$ cat src/rtl/pending_priority_arbiter.sv
// Sticky-pending request arbiter with mask and fixed/round-robin selection.
// The winner is offered as a registered grant on a valid/ready handshake.
module pending_priority_arbiter #(
   parameter int N   = 8,
   parameter int IDW = $clog2(N)
) (
   input  logic           clk,
   input  logic           rst,
   input  logic           enable,
   input  logic [N-1:0]   req,
   input  logic [N-1:0]   mask,
   input  logic           rr_mode,
   output logic           grant_valid,
   output logic [IDW-1:0] grant_id,
   input  logic           grant_ready,
   output logic [N-1:0]   pending,
   output logic           any_pending
);

   typedef enum logic {IDLE, OFFER} state_e;

   state_e         state_q, state_d;
   logic [N-1:0]   pending_q, pending_d;
   logic [IDW-1:0] grant_id_q, grant_id_d;
   logic [IDW-1:0] rr_ptr_q, rr_ptr_d;

   logic           accept;
   logic [N-1:0]   accept_bit;
   logic [N-1:0]   elig;
   logic           sel_valid;
   logic [IDW-1:0] sel_id;

   always_comb begin
      accept     = (state_q == OFFER) && grant_ready;
      accept_bit = '0;
      for (int i = 0; i < N; i++) begin
         accept_bit[i] = accept && (grant_id_q == IDW'(i));
      end
      elig = pending_q & mask & ~accept_bit;
   end

   // Fixed mode keeps the last (highest) hit; RR keeps the first hit after rr_ptr.
   always_comb begin
      int idx;
      idx       = 0;
      sel_valid = 1'b0;
      sel_id    = '0;
      if (!rr_mode) begin
         for (int i = 0; i < N; i++) begin
            if (elig[i]) begin
               sel_valid = 1'b1;
               sel_id    = IDW'(i);
            end
         end
      end else begin
         for (int k = 1; k <= N; k++) begin
            idx = (int'(rr_ptr_q) + k) % N;
            if (!sel_valid && elig[idx]) begin
               sel_valid = 1'b1;
               sel_id    = IDW'(idx);
            end
         end
      end
   end

   always_comb begin
      state_d    = state_q;
      grant_id_d = grant_id_q;
      rr_ptr_d   = rr_ptr_q;
      pending_d  = (pending_q & ~accept_bit) | (enable ? req : '0);
      if (accept) begin
         rr_ptr_d = grant_id_q;
      end
      unique case (state_q)
         IDLE: begin
            if (enable && sel_valid) begin
               grant_id_d = sel_id;
               state_d    = OFFER;
            end
         end
         OFFER: begin
            if (grant_ready) begin
               if (enable && sel_valid) begin
                  grant_id_d = sel_id;
               end else begin
                  state_d = IDLE;
               end
            end
         end
         default: state_d = IDLE;
      endcase
   end

   always_ff @(posedge clk) begin
      if (rst) begin
         state_q    <= IDLE;
         pending_q  <= '0;
         grant_id_q <= '0;
         rr_ptr_q   <= IDW'(N - 1);
      end else begin
         state_q    <= state_d;
         pending_q  <= pending_d;
         grant_id_q <= grant_id_d;
         rr_ptr_q   <= rr_ptr_d;
      end
   end

   assign grant_valid = (state_q == OFFER);
   assign grant_id    = grant_id_q;
   assign pending     = pending_q;
   assign any_pending = |(pending_q & mask);

endmodule

$ cat config.mk
export PLATFORM = sky130hd
export DESIGN_NAME = pending_priority_arbiter
export DESIGN_NICKNAME = d
export VERILOG_FILES = /design/src/rtl/pending_priority_arbiter.sv
export SDC_FILE = /design/constraint.sdc
export NUM_CORES = 1
export LEC_CHECK = 0
export ABC_CLOCK_PERIOD_IN_PS = 2750
export CELL_PAD_IN_SITES_DETAIL_PLACEMENT = 1
export CELL_PAD_IN_SITES_GLOBAL_PLACEMENT = 1
export CORE_MARGIN = 4
export CORE_UTILIZATION = 37
export CTS_BUF_LIST = sky130_fd_sc_hd__clkbuf_4 sky130_fd_sc_hd__clkbuf_8
export CTS_CLUSTER_DIAMETER = 200
export DETAILED_ROUTE_END_ITERATION = 6
export PLACE_DENSITY = 0.85
export SYNTH_ARGS = -nofsm -noshare
export SYNTH_HDL_FRONTEND = slang
export SYNTH_SLANG_ARGS = --single-unit
$ cat constraint.sdc
create_clock -name clk -period 2.75 [get_ports clk]
set_input_delay 0.55 -clock clk [delete_from_list [all_inputs] [get_ports clk]]
set_output_delay 0.55 -clock clk [all_outputs]
set_load 0.02 [all_outputs]
==> results of run 1 <==
[state kept, by name, summed over array words and instances (netlist names)]
register     count
rr_ptr_q         3
grant_valid      1
grant_id         3
pending          8
[timing repair]
action	in CTS	in global routing
endpoints found under the hold margin	0	0
setup endpoints to repair	4	4
resized for setup	58	15
buffers inserted	18	6
pin swaps	15	7
[placed cells by master, fill, tap and decap left out, drive strengths merged, types with 2 or more instances in the layout]
master and instances:
nand2 27, nor3 8, clkdlybuf4s50 27, dlygate4sd2 5
nor2 13, ha 2, a31oi 3, mux4 13
a22oi 4, a221oi 4, nand3b 3, dfxtp 15
or2b 2, o211ai 2, a21oi 14, nand3 4
buf 85, a32oi 2, and3 4, nand2b 3
o211a 2, inv 6, a211oi 6, o32a 2
nor2b 3, a211o 4, xnor2 2, nand4b 2
clkbuf 4, a21o 7, mux2i 14, o21bai 2
o21ai 12, xor2 2
[path summary, 6_finish.rpt]
path | to | slack, ns | cells after the start
worst max-delay path | grant_id[2]$_SDFFE_PP0P_ | -0.27 | 10
worst min-delay path | pending[5]$_SDFF_PP0_ | 0.54 | 2
worst max register to register | grant_id[2]$_SDFFE_PP0P_ | -0.27 | 10
worst min register to register | pending[5]$_SDFF_PP0_ | 0.54 | 2
[power breakdown]
group	internal (mW)	total, mW	switching [mW]
sequential	0.238	0.274	0.0362
combinational	0.355	0.756	0.401
clock	0.114	0.227	0.113
total	0.707	1.26	0.550
[through the flow]
| step | hold WS [ns] | utilization | power, mW |
|---|---|---|---|
| floorplan | 0.562 | - | 0.594 |
| global placement | 0.480 | 0.540 | 0.820 |
| detailed placement | 0.494 | 0.540 | 0.845 |
| CTS | 0.512 | 0.614 | 1.12 |
| global route | 0.584 | 0.635 | 1.28 |
| finish | 0.539 | 0.635 | 1.26 |
[worst reg2reg max path, cell delays in order, from the launching register on]
cell	delay, ns
dfxtp_4	0.37
buf_6	0.12
nand3b_1	0.24
o21bai_4	0.31
mux4_2	0.33
mux2i_4	0.08
or3_4	0.44
o41ai_4	0.50
nor2b_4	0.13
mux2i_1	0.22
o21ai_2	0.13
[logic make-up after synthesis]
family	count (synthesis)	share of synthesized area
buffers and inverters	23	0.0627
xor gates and xnor gates	4	0.0181
DFF	15	0.155
muxes	28	0.240
adders and majority gates	2	0.0129
AOI/OAI and AO/OA	74	0.302
and+or+nand+nor	77	0.209
[cell type report]
cell class,count,area [um^2]
multi-input cells,185,1770
well taps,70,87.6
clock buffers,4,48.8
fillers,557,1850
repair buffers,117,976
flip-flops and latches,15,312
inverters,7,31.3
[routing by layer]
metal | up-vias | global-route usage | wire (um)
li1 | 1081 | - | -
met1 | 1345 | 0.372 | 4450
met2 | 189 | 0.628 | 5930
met3 | 78 | 0.0561 | 679
met4 | 0 | 0.257 | 912
met5 | - | 0 | 0
==> flow_summary.ini, run 1 <==
[drt]
wl_um = 12000
num_vias = 2693
wl_per_cell_um = 30.1
drtPass1Iterations = 4
drtIter0Drc = 281
drc = 0
drt-vias-per-instance = 6.77
ant_nets = 0

[power_and_ir_drop]
p_leak_nw = 1.28
vdd_ir_drop_max_mv = 0.419
power.density_nw_per_um2 = 390

[place]
dp.cells = 371
finalWeightedCongestion = 0.933
dpl.hpwl_um = 6290
port_buffers = 33
place_ws_ns = -0.738
placed_cell_area_um2 = 2740

[cts]
cts_hold_buf = 0
numCtsBuffers = 3
cts_buffer_depth = 2
clock-sinks = 15
clock-root-buffer = clkbuf_8
worstSkewPairLatency_ns = 0.28
clk_pin_slew_worst_paths_ns = 0.08
cts-htree-levels = 1
tritoncts = built

[synthesis]
netlist_area_um2 = 1940
yosys.area.top_type_share = 0.155
ys_types = 67
ys_warn_count = 0
yosys.area.top_type = dfxtp_1
ys_top_cells_by_area = dfxtp_1, mux4_2, mux2i_1
syn_area_per_cell_um2 = 8.68
syn-num-nets = 246
synth-seq-cells = 15
async_flop_share = 0
synth_flop_cell = dfxtp_1
ys_seq_area_frac = 0.155
synth_most_common_cell = nand2_1
synthCells = 223
synth_edf_count = 0
ys_top_cells_by_count = nand2_1, dfxtp_1, mux4_2

[finish]
stdcell_area_um2 = 3220
layout-drive-gt1-share = 0.515
fin_cells = 398
fin_nets = 352
area_delta_synth_final_pct = 66.5
diodes = 0

[setup_path]
cp_top_family = compound AO/OA/AOI/OAI gates
path_class = flop to flop
startpoint = grant_id[0]$_SDFFE_PP0P_
worst_path_max_delay_cell = o41ai_4
r2r-start = grant_id[0]$_SDFFE_PP0P_
crit_required_ns = 2.89
start_kind = flop
crit_chain = buf_6 -> nand3b_1 -> o21bai_4 -> mux4_2 -> mux2i_4 -> or3_4 -> o41ai_4 -> nor2b_4 -> mux2i_1 -> o21ai_2
worstSetupEndpointType = flop
worstPathArrival_ns = 3.17
cpPeakStageDelay_ns = 0.50
cp.buffers_inverters = 1
cp_max_fo = 6

[floorplanning]
fp.dieH_um = 80.3
start_util = 0.381
core_um2 = 5070
dieArea_um2 = 6450
io_pins = 34
rows = 26
die_w_um = 80.3

[status]
status = finished with violations
violations = setup timing

[timing]
max_freq_ghz = 0.331
worst_pin_slew_ns = 0.715
timing.final.ws_setup_ns = -0.274
fin_skew_ns = 0.00861
setup_viol = 3
slew_headroom = 0.522
drv_slew = 0
rsz0062_at_grt = true
fin_setup_tns_ns = -0.606
timing.final.crit_share = 1.10
hold_violations = 0
period_minus_slack_ns = 3.02

[grt]
antenna_found_initial = 0
grt_pass1_wl_um = 16700
grt_use_total = 0.353
grt_max_degree = 18
grt-ovfl-total = 0
grt_pass1_vias = 2848

[worst_hold_path]
hold_start = pending[5]$_SDFF_PP0_
hold_class = flop to flop

[job]
max_cap_violations = 0
Power figures use the tool's default switching activity.
==> inputs of run 2 (changes only) <==
CORE_MARGIN = unset   (was 4)
==> run 2 against run 1 <==
Sequential share of layout area is 0.27 points lower. Non-clock buffer count up 7. Worst hold slack improved by 0.011 ns. The flow still finishes with violations (setup timing). Worst setup slack improved by 0.027 ns.
==> flow_summary.ini, run 2 (same netlist as run 1, synthesis figures left out) <==
[cts]
cts_hold_buf = 0
clock-sinks = 15
numCtsBuffers = 3
cts-htree-levels = 1
clk_pin_slew_worst_paths_ns = 0.07
cts_buffer_depth = 2
clock-root-buffer = clkbuf_8
tritoncts = built
worstSkewPairLatency_ns = 0.27

[finish]
diodes = 0
layout_commonest_cell = buf_4
fin_nets = 360
fillers = 537
layout_common_cells = buf_4, clkdlybuf4s50_1, nand2_1, mux4_2
area_delta_synth_final_pct = 72.6
layout-drive-gt1-share = 0.521
largest_register_ff_count = 8

[drt]
drc = 0
drtPass1Iterations = 5
num_vias = 2750
drtIter0Drc = 289
wl_per_cell_um = 30.1
drt-vias-per-instance = 6.82
wl_um = 12100
ant_nets = 0

[place]
dpl.hpwl_um = 6160
finalWeightedCongestion = 1.01
port_buffers = 33
place_ws_ns = -0.895

[timing]
slew_headroom = 0.503
fin_setup_tns_ns = -0.635
fin_skew_ns = 0.00168
drv_slew = 0
max_freq_ghz = 0.334
timing.final.crit_share = 1.09
period_minus_slack_ns = 3.00
setup_viol = 4
timing.final.ws_setup_ns = -0.247
worst_pin_slew_ns = 0.744
hold_violations = 0
holdWs_ns = 0.550

[setup_path]
worstSetupEndpointType = flop
crit_required_ns = 2.88
cp_top_family = compound AO/OA/AOI/OAI gates
cp.buffers_inverters = 2
worst_path_max_delay_cell = o41ai_4
cp_max_fo = 6
path_class = flop to flop
rr_worst_depth = 11
cpPeakStageDelay_ns = 0.45
cpMostUsedCell = buf_4
start_kind = flop
path_depth = 11
worstPathArrival_ns = 3.13
crit_chain = buf_4 -> nor2_4 -> buf_4 -> a21oi_4 -> mux2i_4 -> a32oi_2 -> or3_4 -> o41ai_4 -> nor2b_4 -> mux2i_1 -> o21ai_1

[grt]
antenna_found_initial = 0
grt-ovfl-total = 0
grt_pass1_wl_um = 14800
grt_use_total = 0.375
grt_max_degree = 18
grt_pass1_vias = 2739

[worst_hold_path]
hold_class = flop to flop
hold_depth = 2

[floorplanning]
die_w_um = 74.3
fp.dieH_um = 74.3
dieArea_um2 = 5520
core_um2 = 4880
io_pins = 34
start_util = 0.397
rows = 25

[job]
max_cap_violations = 0

[power_and_ir_drop]
p_leak_nw = 1.37
power.density_nw_per_um2 = 378
vdd_ir_drop_max_mv = 0.479

[status]
status = finished with violations
violations = setup timing
-- run 2: changes by cell type in the layout (fill, tap and decap cells not counted), moves of 2 or more --
| cell | change |
|---|---|
| a211oi_2 | -2 |
| a211oi_4 | +2 |
| a21oi_2 | -2 |
| a21oi_4 | +2 |
| buf_4 | +8 |
| clkdlybuf4s50_1 | -3 |
| dlymetal6s2s_1 | +4 |
| nand2_2 | -2 |
-- run 2: area by class of cell --
type | instances | area [um^2] | share of cell area
flip-flops and latches | 15 | 314 | 0.0940
multi-input cells | 186 | 1810 | 0.542
well taps | 67 | 83.8 | 0.0251
inverters | 7 | 31.3 | 0.00936
clock buffers | 4 | 48.8 | 0.0146
repair buffers | 124 | 1050 | 0.315
-- run 2: power by group --
part / switching [mW] / internal, mW / leakage [nW] / total, mW
sequential: 0.0368 / 0.238 / 0.126 / 0.275
clock: 0.0944 / 0.113 / 0.0262 / 0.208
combinational: 0.418 / 0.363 / 1.22 / 0.781
-- run 2: stage by stage --
stage | cells | utilization | instance area (um^2) | total power, mW
6_report | 403 | 0.685 | 3340 | 1.26
5_1_grt | 403 | 0.685 | 3340 | 1.30
4_1_cts | 391 | 0.628 | 3070 | 1.10
3_5_place_dp | 371 | 0.565 | 2760 | 0.843
3_3_place_gp | 371 | 0.565 | 2760 | 0.818
2_1_floorplan | 223 | - | 1960 | 0.594
-- run 2: worst paths after layout --
path | start | endpoint | slack, ns
max | grant_id[1]$_SDFFE_PP0P_ | grant_id[2]$_SDFFE_PP0P_ | -0.25
min reg2reg | grant_id[0]$_SDFFE_PP0P_ | grant_id[0]$_SDFFE_PP0P_ | 0.55
min | grant_id[0]$_SDFFE_PP0P_ | grant_id[0]$_SDFFE_PP0P_ | 0.55
max reg2reg | grant_id[1]$_SDFFE_PP0P_ | grant_id[2]$_SDFFE_PP0P_ | -0.25
-- run 2: routing by layer --
metal / global-route usage / share of wire
met1: 0.405 / 0.35
met3: 0.0528 / 0.084
met5: 0 / 0
met4: 0.281 / 0.080
met2: 0.665 / 0.48
-- run 2: worst register-to-register path, stage by stage, from the launching register on --
cell and delay, ns:
dfxtp_4 0.38, buf_4 0.17, nor2_4 0.14, buf_4 0.19, a21oi_4 0.08, mux2i_4 0.33, a32oi_2 0.23, or3_4 0.42
o41ai_4 0.45, nor2b_4 0.13, mux2i_1 0.21, o21ai_1 0.13
-- run 2: repair_timing --
action,CTS,global route
endpoints found under the hold margin,0,0
pin swaps,16,19
setup endpoints to repair,4,4
setup buffers,15,12
gates resized for setup,43,40
gates cloned,1,0
==> inputs of run 3 (changes only) <==
PLACE_DENSITY = unset   (was 0.85)
PLACE_DENSITY_LB_ADDON = 0.15   (was unset)
==> run 3 against run 2 <==
Worst setup slack better by 0.12 ns. Worst hold slack worse by 0.021 ns. Cell count down 0.74%. Clock power down 8%. Non-clock buffer count down 2. Count of clock-buffer cells in the layout down 1. Critical path type unchanged. Routed wire length down 16%. Combinational power down 6.3%. The run still ends with setup timing left. Register-to-register slack better by 0.12 ns.
==> flow_summary.ini, run 3 (same netlist as run 1, synthesis figures left out) <==
[status]
status = finished with violations
violations = setup timing

[setup_path]
cp_top_family = simple AND/OR/NAND/NOR gates
r2r-start = grant_id[0]$_SDFFE_PP0P_
reg2reg_slack_ns = -0.13
crit_required_ns = 2.93
crit_chain = and3b_4 -> a211oi_4 -> nor2_1 -> buf_4 -> mux4_2 -> buf_6 -> nand2_4 -> o41ai_4 -> nor2b_4 -> nand4_1 -> a21oi_2
cp.buffers_inverters = 2
r2r-end = grant_id[0]$_SDFFE_PP0P_
worstSetupEndpointType = flop
cp_max_fo = 8
worstPathArrival_ns = 3.06
path_class = flop to flop
worst_path_max_delay_cell = mux4_2
cpPeakStageDelay_ns = 0.49
rr_worst_depth = 11
start_kind = flop

[floorplanning]
core_um2 = 4880
die_w_um = 74.3
fp.dieH_um = 74.3
start_util = 0.397
io_pins = 34
rows = 25
dieArea_um2 = 5520

[finish]
seq_area_um2 = 307
multi_input_area_um2 = 1790
layout-drive-gt1-share = 0.514
area_delta_synth_final_pct = 70.1
diodes = 0
fin_cells = 400
stdcell_area_um2 = 3290
fin_nets = 357
largest_register_ff_count = 8
final_util = 0.675
layout_commonest_cell = buf_4
layout_common_cells = buf_4, clkdlybuf4s50_1, nand2_1, mux4_2
fillers = 551

[timing]
period_minus_slack_ns = 2.88
slew_headroom = 0.516
holdWs_ns = 0.529
max_freq_ghz = 0.348
hold_violations = 0
timing.final.ws_setup_ns = -0.126
worst_pin_slew_ns = 0.723
rsz0062_at_grt = true
timing.final.crit_share = 1.05
fin_skew_ns = 0.00143
drv_slew = 0
setup_viol = 3

[worst_hold_path]
hold_class = flop to flop
min_to = pending[6]$_SDFF_PP0_
hold_start = pending[6]$_SDFF_PP0_
hold_depth = 2

[place]
placed_cell_area_um2 = 2770
finalWeightedCongestion = 0.902
dpl.hpwl_um = 5770
port_buffers = 33
dp.cells = 373

[cts]
clk_pin_slew_worst_paths_ns = 0.07
numCtsBuffers = 3
cts-htree-levels = 1
cts_hold_buf = 0
tritoncts = built
clock-sinks = 15
worstSkewPairLatency_ns = 0.26
cts_buffer_depth = 2
clock-root-buffer = clkbuf_8

[drt]
drtIter0Drc = 322
wl_per_cell_um = 25.5
num_vias = 2552
drtPass1Iterations = 4
ant_nets = 0
drt-vias-per-instance = 6.38
drc = 0
wl_um = 10200

[power_and_ir_drop]
power.density_nw_per_um2 = 363
power_mw = 1.20
p_leak_nw = 1.33
vdd_ir_drop_max_mv = 0.325

[grt]
grt_pass1_wl_um = 13100
grt_max_degree = 18
grt_pass1_vias = 2432
grt-ovfl-total = 0
grt_use_total = 0.325
antenna_found_initial = 0

[job]
max_cap_violations = 0
-- run 3: cell count changes in the layout (fill, tap and decap cells not counted), sizes merged --
cell	previous run	this run
buf	92	90
and3b	2	1
clkbuf	4	3
clkinv	1	2
dlygate4sd2	4	5
dlymetal6s2s	4	3
-- run 3: worst max path at each step --
stage,startpoint,endpoint,slack (ns),depth (start not counted)
after floorplan,rr_ptr_q[0]$_SDFFE_PP1P_,grant_id[0]$_SDFFE_PP0P_,0.004,12
after global placement,grant_ready,grant_id[0]$_SDFFE_PP0P_,-0.75,11
after detailed placement,grant_ready,grant_id[1]$_SDFFE_PP0P_,-0.83,11
after CTS,grant_ready,grant_id[1]$_SDFFE_PP0P_,0.0008,11
after global routing,grant_id[0]$_SDFFE_PP0P_,grant_id[0]$_SDFFE_PP0P_,-0.15,11
final,grant_id[0]$_SDFFE_PP0P_,grant_id[0]$_SDFFE_PP0P_,-0.13,11
-- run 3: layer usage --
layer	routed length, um	up-vias	track usage
met3	645	57	0.0312
li1	-	1086	-
met4	593	0	0.138
met1	3890	1254	0.401
met5	0	-	0
met2	5070	155	0.579
-- run 3: repair_timing --
item / CTS / global route
cloned: 0 / 0
setup endpoints to repair: 4 / 3
endpoints found under the hold margin: 0 / 0
setup buffers: 15 / 8
pin swaps: 20 / 8
resized for setup: 49 / 34
-- run 3: stage by stage --
step / TNS [ns] / setup slack, ns
6_report: -0.295 / -0.126
5_1_grt: -0.397 / -0.152
4_1_cts: 0 / 0.000847
3_5_place_dp: -3.04 / -0.830
3_3_place_gp: -2.74 / -0.751
2_1_floorplan: 0 / 0.00435
-- run 3: final cells by class --
class	count	share of cell area
Clock buffer	3	0.0125
Inverter	7	0.00950
Sequential cell	15	0.0931
Multi-Input combinational cell	185	0.545
Timing Repair Buffer	122	0.313
Tap cell	67	0.0255
Clock inverter	1	0.00152
-- run 3: worst min-delay path, stage by stage (launching register included) --
cell and delay (ns):
dfxtp_1 0.33, o21ai_0 0.08, a21oi_1 0.07
-- run 3: power by group --
| group | switching (mW) | internal, mW | total, mW | leakage (nW) |
|---|---|---|---|---|
| sequential | 0.0342 | 0.238 | 0.272 | 0.125 |
| clock | 0.0912 | 0.101 | 0.192 | 0.0255 |
| combinational | 0.378 | 0.354 | 0.732 | 1.18 |
| total | 0.503 | 0.693 | 1.20 | 1.33 |
